==> src/rtl/reg_bus_arbiter_pkg.sv <==
// Shared types for the register-bus arbiter: FSM encoding and the
// register offsets of the counter peripheral it fronts.
package reg_bus_arbiter_pkg;

  typedef enum logic [1:0] {
    IDLE  = 2'd0,
    ISSUE = 2'd1,
    CAPT  = 2'd2,
    ACK   = 2'd3
  } state_t;

  localparam int unsigned REG_CTRL  = 0;
  localparam int unsigned REG_COUNT = 4;

endpackage

==> src/rtl/reg_bus_arbiter_rr_picker.sv <==
// Combinational round-robin picker: returns the first requester at or
// after ptr, wrapping around, plus a flag telling whether anyone asked.
module rr_picker #(
  parameter int N  = 2,
  parameter int IW = (N > 1) ? $clog2(N) : 1
) (
  input  logic [N-1:0]  req,
  input  logic [IW-1:0] ptr,
  output logic [IW-1:0] grant,
  output logic          valid
);

  logic [2*N-1:0] req_twice;
  logic [N-1:0]   req_rot;

  // Rotate so that bit 0 is the requester the pointer names.
  always_comb begin
    req_twice = {req, req} >> ptr;
    req_rot   = req_twice[N-1:0];
  end

  always_comb begin
    int idx;
    grant = '0;
    valid = 1'b0;
    idx   = 0;
    for (int k = N - 1; k >= 0; k--) begin
      if (req_rot[k]) begin
        idx = int'(ptr) + k;
        if (idx >= N) idx = idx - N;
        grant = IW'(idx);
        valid = 1'b1;
      end
    end
  end

endmodule

==> src/rtl/reg_bus_arbiter.sv <==
// Round-robin arbiter serialising single-word requester transactions onto
// the counter peripheral's single-port register bus.
module reg_bus_arbiter
  import reg_bus_arbiter_pkg::*;
#(
  parameter int N  = 2,
  parameter int AW = 10,
  parameter int DW = 32
) (
  input  logic            clk,
  input  logic            rst_n,
  input  logic [N-1:0]    m_req,
  input  logic [N-1:0]    m_we,
  input  logic [N*AW-1:0] m_addr,
  input  logic [N*DW-1:0] m_wdata,
  output logic [N-1:0]    m_ack,
  output logic [DW-1:0]   m_rdata,
  output logic            s_wr_en,
  output logic            s_rd_en,
  output logic [AW-1:0]   s_addr,
  output logic [DW-1:0]   s_wdata,
  input  logic [DW-1:0]   s_rdata
);

  localparam int IW = (N > 1) ? $clog2(N) : 1;

  state_t          state, state_next;
  logic [IW-1:0]   rr_ptr, grant, pick_idx;
  logic            pick_valid;
  logic            we_lat;
  logic [AW-1:0]   addr_lat;
  logic [DW-1:0]   wdata_lat;
  logic [DW-1:0]   rdata_lat;

  logic [AW-1:0]   addr_arr  [N];
  logic [DW-1:0]   wdata_arr [N];

  for (genvar gi = 0; gi < N; gi++) begin : g_unpack
    assign addr_arr[gi]  = m_addr[gi*AW +: AW];
    assign wdata_arr[gi] = m_wdata[gi*DW +: DW];
  end

  rr_picker #(.N(N), .IW(IW)) u_picker (
    .req   (m_req),
    .ptr   (rr_ptr),
    .grant (pick_idx),
    .valid (pick_valid)
  );

  always_ff @(posedge clk or negedge rst_n) begin
    if (!rst_n) state <= IDLE;
    else        state <= state_next;
  end

  always_comb begin
    state_next = state;
    case (state)
      IDLE:    if (pick_valid) state_next = ISSUE;
      ISSUE:   state_next = we_lat ? ACK : CAPT;
      CAPT:    state_next = ACK;
      ACK:     state_next = IDLE;
      default: state_next = IDLE;
    endcase
  end

  // The latched request doubles as the slave address/data, so both simply
  // hold their last value outside ISSUE.
  always_ff @(posedge clk or negedge rst_n) begin
    if (!rst_n) begin
      rr_ptr    <= '0;
      grant     <= '0;
      we_lat    <= 1'b0;
      addr_lat  <= '0;
      wdata_lat <= '0;
      rdata_lat <= '0;
    end else begin
      if (state == IDLE && pick_valid) begin
        grant     <= pick_idx;
        we_lat    <= m_we[pick_idx];
        addr_lat  <= addr_arr[pick_idx];
        wdata_lat <= wdata_arr[pick_idx];
      end
      if (state == CAPT) rdata_lat <= s_rdata;
      if (state == ACK) rr_ptr <= (grant == IW'(N - 1)) ? '0 : grant + 1'b1;
    end
  end

  // Strobes and ack decode straight from state so reset removes them at once.
  always_comb begin
    m_ack   = '0;
    s_wr_en = 1'b0;
    s_rd_en = 1'b0;
    if (state == ISSUE) begin
      s_wr_en = we_lat;
      s_rd_en = !we_lat;
    end
    if (state == ACK) m_ack[grant] = 1'b1;
  end

  assign m_rdata = rdata_lat;
  assign s_addr  = addr_lat;
  assign s_wdata = wdata_lat;

endmodule

==> config.mk <==
export PLATFORM = sky130hd
export DESIGN_NAME = reg_bus_arbiter
export DESIGN_NICKNAME = d
export VERILOG_FILES = /design/src/rtl/reg_bus_arbiter_pkg.sv /design/src/rtl/reg_bus_arbiter_rr_picker.sv /design/src/rtl/reg_bus_arbiter.sv
export SDC_FILE = /design/constraint.sdc
export NUM_CORES = 1
export LEC_CHECK = 0
export BUFFER_PORTS_ARGS = -buffer_cell sky130_fd_sc_hd__buf_2
export CAP_MARGIN = 20
export CORE_UTILIZATION = 40
export DETAILED_ROUTE_END_ITERATION = 6
export GPL_TIMING_DRIVEN = 0
export PLACE_DENSITY = 0.75
export SKIP_CTS_REPAIR_TIMING = 1
export SLEW_MARGIN = 10
export SYNTH_ARGS = -nofsm -noshare
export SYNTH_HDL_FRONTEND = slang
export SYNTH_SLANG_ARGS = --single-unit
==> constraint.sdc <==
create_clock -name clk -period 1.5 [get_ports clk]
set_clock_uncertainty 0.1 [all_clocks]
set_input_delay 0.225 -clock clk [delete_from_list [all_inputs] [get_ports clk]]
set_output_delay 0.225 -clock clk [all_outputs]
set_load 0.01 [all_outputs]
==> flow_metrics.py, run 1 <==
metrics = {
    "routing": {
        "drtAntennaViolNets": 0,
        "routed_wl_um": 11300,
        "firstDrtPassIters": 4,
        "via_count": 3568,
        "drc": 0,
        "viasPerCell": 5.16,
        "drt-wirelength-per-cell_um": 16.3,
        "drt_iter0_drc": 96,
    },
    "synthesis": {
        "ys_ff_latch": 79,
        "syn_avg_cell_area_sq_um": 11.0,
        "synth.area.top_cells": "dfrtp_1 53%, a31oi_2 10%, mux2_2 9.3%",
        "synth_top_cell_area_share_pct": 52.8,
        "ys_types": 21,
        "synth_top_area_cell": "dfrtp_1",
        "syn_inst": 340,
        "syn_area_sq_mm": 0.00374,
        "syn-num-nets": 467,
        "ys_warn_count": 0,
        "seq_area_frac_synth_pct": 52.8,
    },
    "sta": {
        "setup_viol": 81,
        "worst_hold_slack_ns": 0.00676,
        "rsz0062_at_grt": "yes",
        "drv_slew": 0,
        "hold_violations": 0,
        "slew_headroom_pct": 63.3,
        "tightest_slew_ns": 0.550,
        "fmax_mhz": 608,
        "setup_slack_ns": -0.146,
        "fin_crit_ns": 1.65,
        "finalCritPeriodShare_pct": 110,
    },
    "grt": {
        "grt-busiest-layer": "met2",
        "grt_pass1_vias": 3472,
        "track_usage_pct": 22.2,
        "grt_max_degree": 42,
        "grt_first_pass_wirelength_um": 16900,
        "met1_usage_pct": 26.9,
        "grt.met2_usage_pct": 38.9,
        "use_met3_pct": 5.04,
        "grt-ovfl-total": 0,
        "antenna_found_initial": 0,
    },
    "cts": {
        "clockBufferDepth": 2,
        "cts_max_level": 3,
        "numCtsBuffers": 9,
        "worstSkewPairLatency_ns": 0.35,
        "clkTransAtPathRegs_ns": 0.09,
        "root_buffer": "clkbuf_8",
        "cts_tree": "done",
        "clkSinkCount": 79,
    },
    "floorplan": {
        "chipHeight_um": 98.7,
        "rows": 34,
        "fp.dieArea_sq_mm": 0.00975,
        "chipWidth_um": 98.7,
        "start_util_pct": 42.1,
        "io_pins": 200,
        "coreArea_sq_mm": 0.00889,
    },
    "placement": {
        "port_buffers": 199,
        "dpl.hpwl_um": 7930,
        "postPlaceCellArea_sq_mm": 0.00491,
        "pre_cts_ws_ns": -0.264,
        "finalWeightedCongestion": 0.801,
    },
    "critical_path": {
        "critPathMaxFanout": 8,
        "critical_path_class": "reg2reg",
        "crit_cells": 7,
        "crit_chain": "inv_4 -> ha_4 -> o21a_1 -> buf_6 -> buf_12 -> clkbuf_16 -> a31oi_2",
        "path_buf_inv": 4,
        "cp-end-kind": "flip-flop",
        "critPathArrivalTime_ns": 1.77,
        "cpPeakStageDelay_ns": 0.49,
        "crit_path_start_kind": "flip-flop",
        "crit_family": "buffers and inverters",
        "required_ns": 1.62,
        "r2r_cells": 7,
        "slowest_stage": "dfrtp_2",
    },
    "finish": {
        "fillers": 723,
        "regArea_sq_mm": 0.00198,
        "multi_input_area_sq_mm": 0.00170,
        "stdcell_area_sq_mm": 0.00571,
        "layout.nets": 706,
        "area_growth_pct": 52.6,
        "diodes": 0,
        "drive_above_1_share_pct": 55.8,
    },
    "run_status": {
        "outcome": "finished, violations left",
        "violations": "negative setup slack",
    },
    "power_and_ir_drop": {
        "max-vdd-ir-drop_mv": 0.881,
        "p_leak_uw": 0.00258,
        "fin_total_pwr_uw": 11700,
        "powerDensity_mw_per_mm2": 2050,
    },
    "hold_path": {
        "hold_depth": 2,
        "worstHoldPathType": "in2reg",
    },
    "flow_run": {
        "cap_violations": 0,
    },
}
## final timing paths
path,startpoint,to,slack [ns]
max,state[0],s_wdata[24],-0.15
min,s_rdata[2],m_rdata[2],0.007
max reg2reg,state[0],s_wdata[24],-0.15
min reg2reg,m_rdata[3],m_rdata[3],0.39
max in group asynchronous,rst_n,state[1],0.37
min in group asynchronous,rst_n,m_rdata[16],0.31
## report_power, final
group / leakage [uW] / switching, uW / internal [uW]
combinational: 0.00158 / 2920 / 3150
clock: 0.000104 / 822 / 950
sequential: 0.000896 / 627 / 3240
## cells in the mapped netlist
master / n
nand2b_1: 1
buf_2: 15
and2b_2: 1
clkbuf_1: 12
dfrtp_1: 79
a31oi_2: 30
o21ai_1: 7
o21ai_0: 37
nor2b_1: 2
mux2_2: 31
o21a_1: 1
and2_1: 2
nor3b_1: 1
buf_6: 5
a31oi_1: 13
ha_1: 5
nor2_1: 46
o31ai_1: 2
mux2_1: 2
nand3_1: 44
inv_1: 4
## per-stage QoR
stage	std cells	setup TNS, ns	util (%)
5_1_grt	692	-11.59	64.2
6_report	692	-8.16	64.2
2_1_floorplan	340	-0.0788	-
3_3_place_gp	647	-49.86	55.0
3_5_place_dp	648	-15.99	55.3
4_1_cts	664	-17.73	57.7
## layout by cell type (no fill, tap or decap), drive strengths merged
cell type    count
a31oi           43
and2             2
and2b            1
buf            227
bufinv           2
clkbuf          26
clkinvlp         2
dfrtp           79
dlygate4sd3     17
ha               5
inv              6
mux2            33
nand2b           1
nand3           44
nor2            46
nor2b            2
nor3b            1
o21a             1
o21ai           44
o31ai            2
## flip-flops by register name, summed over array words and instances, names as in the netlist
register and flops:
s_addr 10, state 2, we_lat 1, rr_ptr 1
grant 1, m_rdata 32, s_wdata 32
## metal layers
layer  vias up  part of all wire, %
met5         -                    0
met4         0                  1.8
met3        19                  6.6
met2       158                   51
met1      1701                   41
li1       1690                    -
## layout make-up
cell class,count,area share (%)
sequential,79,34.7
tap,108,2.37
clock inverter,6,1.62
clock buffer,10,2.23
timing repair buffer,228,24.1
inverter,4,0.351
buffer,32,4.91
multi-input combinational,225,29.7
## kinds of logic (layout without fill, tap and decap cells)
logic type,Yosys count,after routing,synth area share (%)
AOI/OAI and AO/OA,90,90,18.7
adders and majority gates,5,5,1.67
buffers and inverters,36,280,5.11
DFF,79,79,52.8
muxes,33,33,9.93
and+or+nand+nor,97,97,11.8
(Power assumes the default switching activity.)
==> run 2: changes to the inputs <==
--- a/config.mk
+++ b/config.mk
@@ -5,14 +5,13 @@
 export SDC_FILE = /design/constraint.sdc
 export NUM_CORES = 1
 export LEC_CHECK = 0
-export BUFFER_PORTS_ARGS = -buffer_cell sky130_fd_sc_hd__buf_2
 export CAP_MARGIN = 20
+export CORE_MARGIN = 10
 export CORE_UTILIZATION = 40
 export DETAILED_ROUTE_END_ITERATION = 6
+export DONT_BUFFER_PORTS = 1
 export GPL_TIMING_DRIVEN = 0
-export PLACE_DENSITY = 0.75
 export SKIP_CTS_REPAIR_TIMING = 1
-export SLEW_MARGIN = 10
 export SYNTH_ARGS = -nofsm -noshare
 export SYNTH_HDL_FRONTEND = slang
 export SYNTH_SLANG_ARGS = --single-unit
==> run 2 against run 1 <==
Against the previous run: the flow finishes with violations (negative hold slack, negative setup slack); core utilization fell by 4.3 points; register-to-register slack gained 0.02 ns; die area up 40%; total power decreased by 6.5%; critical path type unchanged.
==> flow_metrics.py, run 2 (synthesized netlist as in run 1, its figures left out) <==
metrics = {
    "run_status": {
        "outcome": "finished, violations left",
        "violations": "negative hold slack, negative setup slack",
    },
    "critical_path": {
        "crit_path_start_kind": "flip-flop",
        "crit_path_start": "state[0]",
        "critical_path_class": "reg2reg",
        "critPathArrivalTime_ns": 1.73,
        "critPathMaxFanout": 7,
        "cp-end-kind": "flip-flop",
        "timing.rr.start": "state[0]",
        "required_ns": 1.61,
    },
    "sta": {
        "fmax_mhz": 617,
        "tightest_slew_ns": 0.445,
        "rsz0062_at_grt": "yes",
        "fin_crit_ns": 1.62,
        "hold_violations": 82,
        "setup_slack_ns": -0.122,
        "setup_viol": 76,
        "worst_hold_slack_ns": -0.532,
        "drv_slew": 0,
        "finalCritPeriodShare_pct": 108,
        "slew_headroom_pct": 70.3,
    },
    "floorplan": {
        "chipHeight_um": 117,
        "chipWidth_um": 117,
        "fp.dieArea_sq_mm": 0.0136,
        "rows": 35,
        "start_util_pct": 40.7,
        "io_pins": 200,
        "coreArea_sq_mm": 0.00920,
    },
    "finish": {
        "regArea_sq_mm": 0.00198,
        "layout_common_cells": "95 x dlygate4sd3_1, 78 x dfrtp_1, 44 x nor2_1, 44 x nand3_1, 34 x o21ai_0",
        "multi_input_area_sq_mm": 0.00174,
        "stdcell_area_sq_mm": 0.00551,
        "instances_no_fill": 573,
        "fillers": 698,
        "mostFrequentLayoutCell": "dlygate4sd3_1",
        "area_growth_pct": 47.3,
        "drive_above_1_share_pct": 27.2,
        "layout.nets": 583,
    },
    "routing": {
        "viasPerCell": 5.50,
        "via_count": 3152,
        "drc": 0,
        "firstDrtPassIters": 4,
        "routed_wl_um": 12700,
        "drt-wirelength-per-cell_um": 22.2,
        "drtAntennaViolNets": 0,
        "drt_iter0_drc": 130,
    },
    "power_and_ir_drop": {
        "p_leak_uw": 0.00214,
        "fin_total_pwr_uw": 10900,
        "powerDensity_mw_per_mm2": 1990,
        "max-vdd-ir-drop_mv": 0.891,
    },
    "hold_path": {
        "worstHoldPathType": "in2async",
    },
    "grt": {
        "grt_first_pass_wirelength_um": 15900,
        "grt_pass1_vias": 2901,
        "antenna_found_initial": 1,
        "grt-ovfl-total": 0,
        "track_usage_pct": 15.1,
        "grt_max_degree": 80,
    },
    "cts": {
        "clkSinkCount": 79,
        "cts_max_level": 3,
        "cts_tree": "done",
        "root_buffer": "clkbuf_8",
        "numCtsBuffers": 9,
        "worstSkewPairLatency_ns": 0.34,
        "clockBufferDepth": 2,
        "clkTransAtPathRegs_ns": 0.08,
    },
    "placement": {
        "dpl.hpwl_um": 8270,
        "port_buffers": 0,
        "postPlaceCellArea_sq_mm": 0.00390,
        "dp.cells": 451,
        "finalWeightedCongestion": 0.766,
    },
    "flow_run": {
        "cap_violations": 0,
    },
}
## run 2: layer usage
layer,vias up,routed length (um),GRT usage [%]
li1,1454,-,-
met1,1506,4730,17.7
met2,177,6040,23.3
met3,15,1750,8.94
met4,0,171,3.46
met5,-,0,0
## run 2: worst max-delay path: stages, from the launching register on
cell	delay, ns
dfrtp_2	0.46
inv_4	0.11
ha_4	0.15
o21a_1	0.13
buf_6	0.15
buf_12	0.16
clkbuf_16	0.17
a31oi_4	0.07
## run 2: final timing paths
path                                to  slack, ns  cells past startpoint
max                          s_addr[2]      -0.12                      7
min                        m_rdata[11]      -0.53                      0
max reg2reg                  s_addr[2]      -0.12                      7
min reg2reg                     rr_ptr       0.42                      2
max in group asynchronous     state[0]       1.73                      0
min in group clk           s_wdata[18]      -0.01                      2
## run 2: through the flow
stage                     setup slack (ns)  utilization [%]  TNS, ns
after floorplan                   -0.00394                -  -0.0788
after global placement              -0.244             42.4   -14.22
after detailed placement            -0.260             42.4   -15.25
after CTS                           -0.276             44.7   -16.87
after global routing                -0.153             60.0    -8.04
final                               -0.122             60.0    -4.83
## run 2: final cells by class
type | count | area share [%]
flip-flops and latches | 79 | 35.9
diodes | 2 | 0.0908
multi-input cells | 225 | 31.6
repair buffers | 105 | 20.6
clock inverters | 6 | 1.57
plain buffers | 32 | 5.20
well taps | 111 | 2.52
inverters | 4 | 0.318
clock buffers | 9 | 2.25
## run 2: power breakdown
part | switching, uW | internal, uW
combinational | 2000 | 2580
clock | 784 | 926
sequential | 1420 | 3240
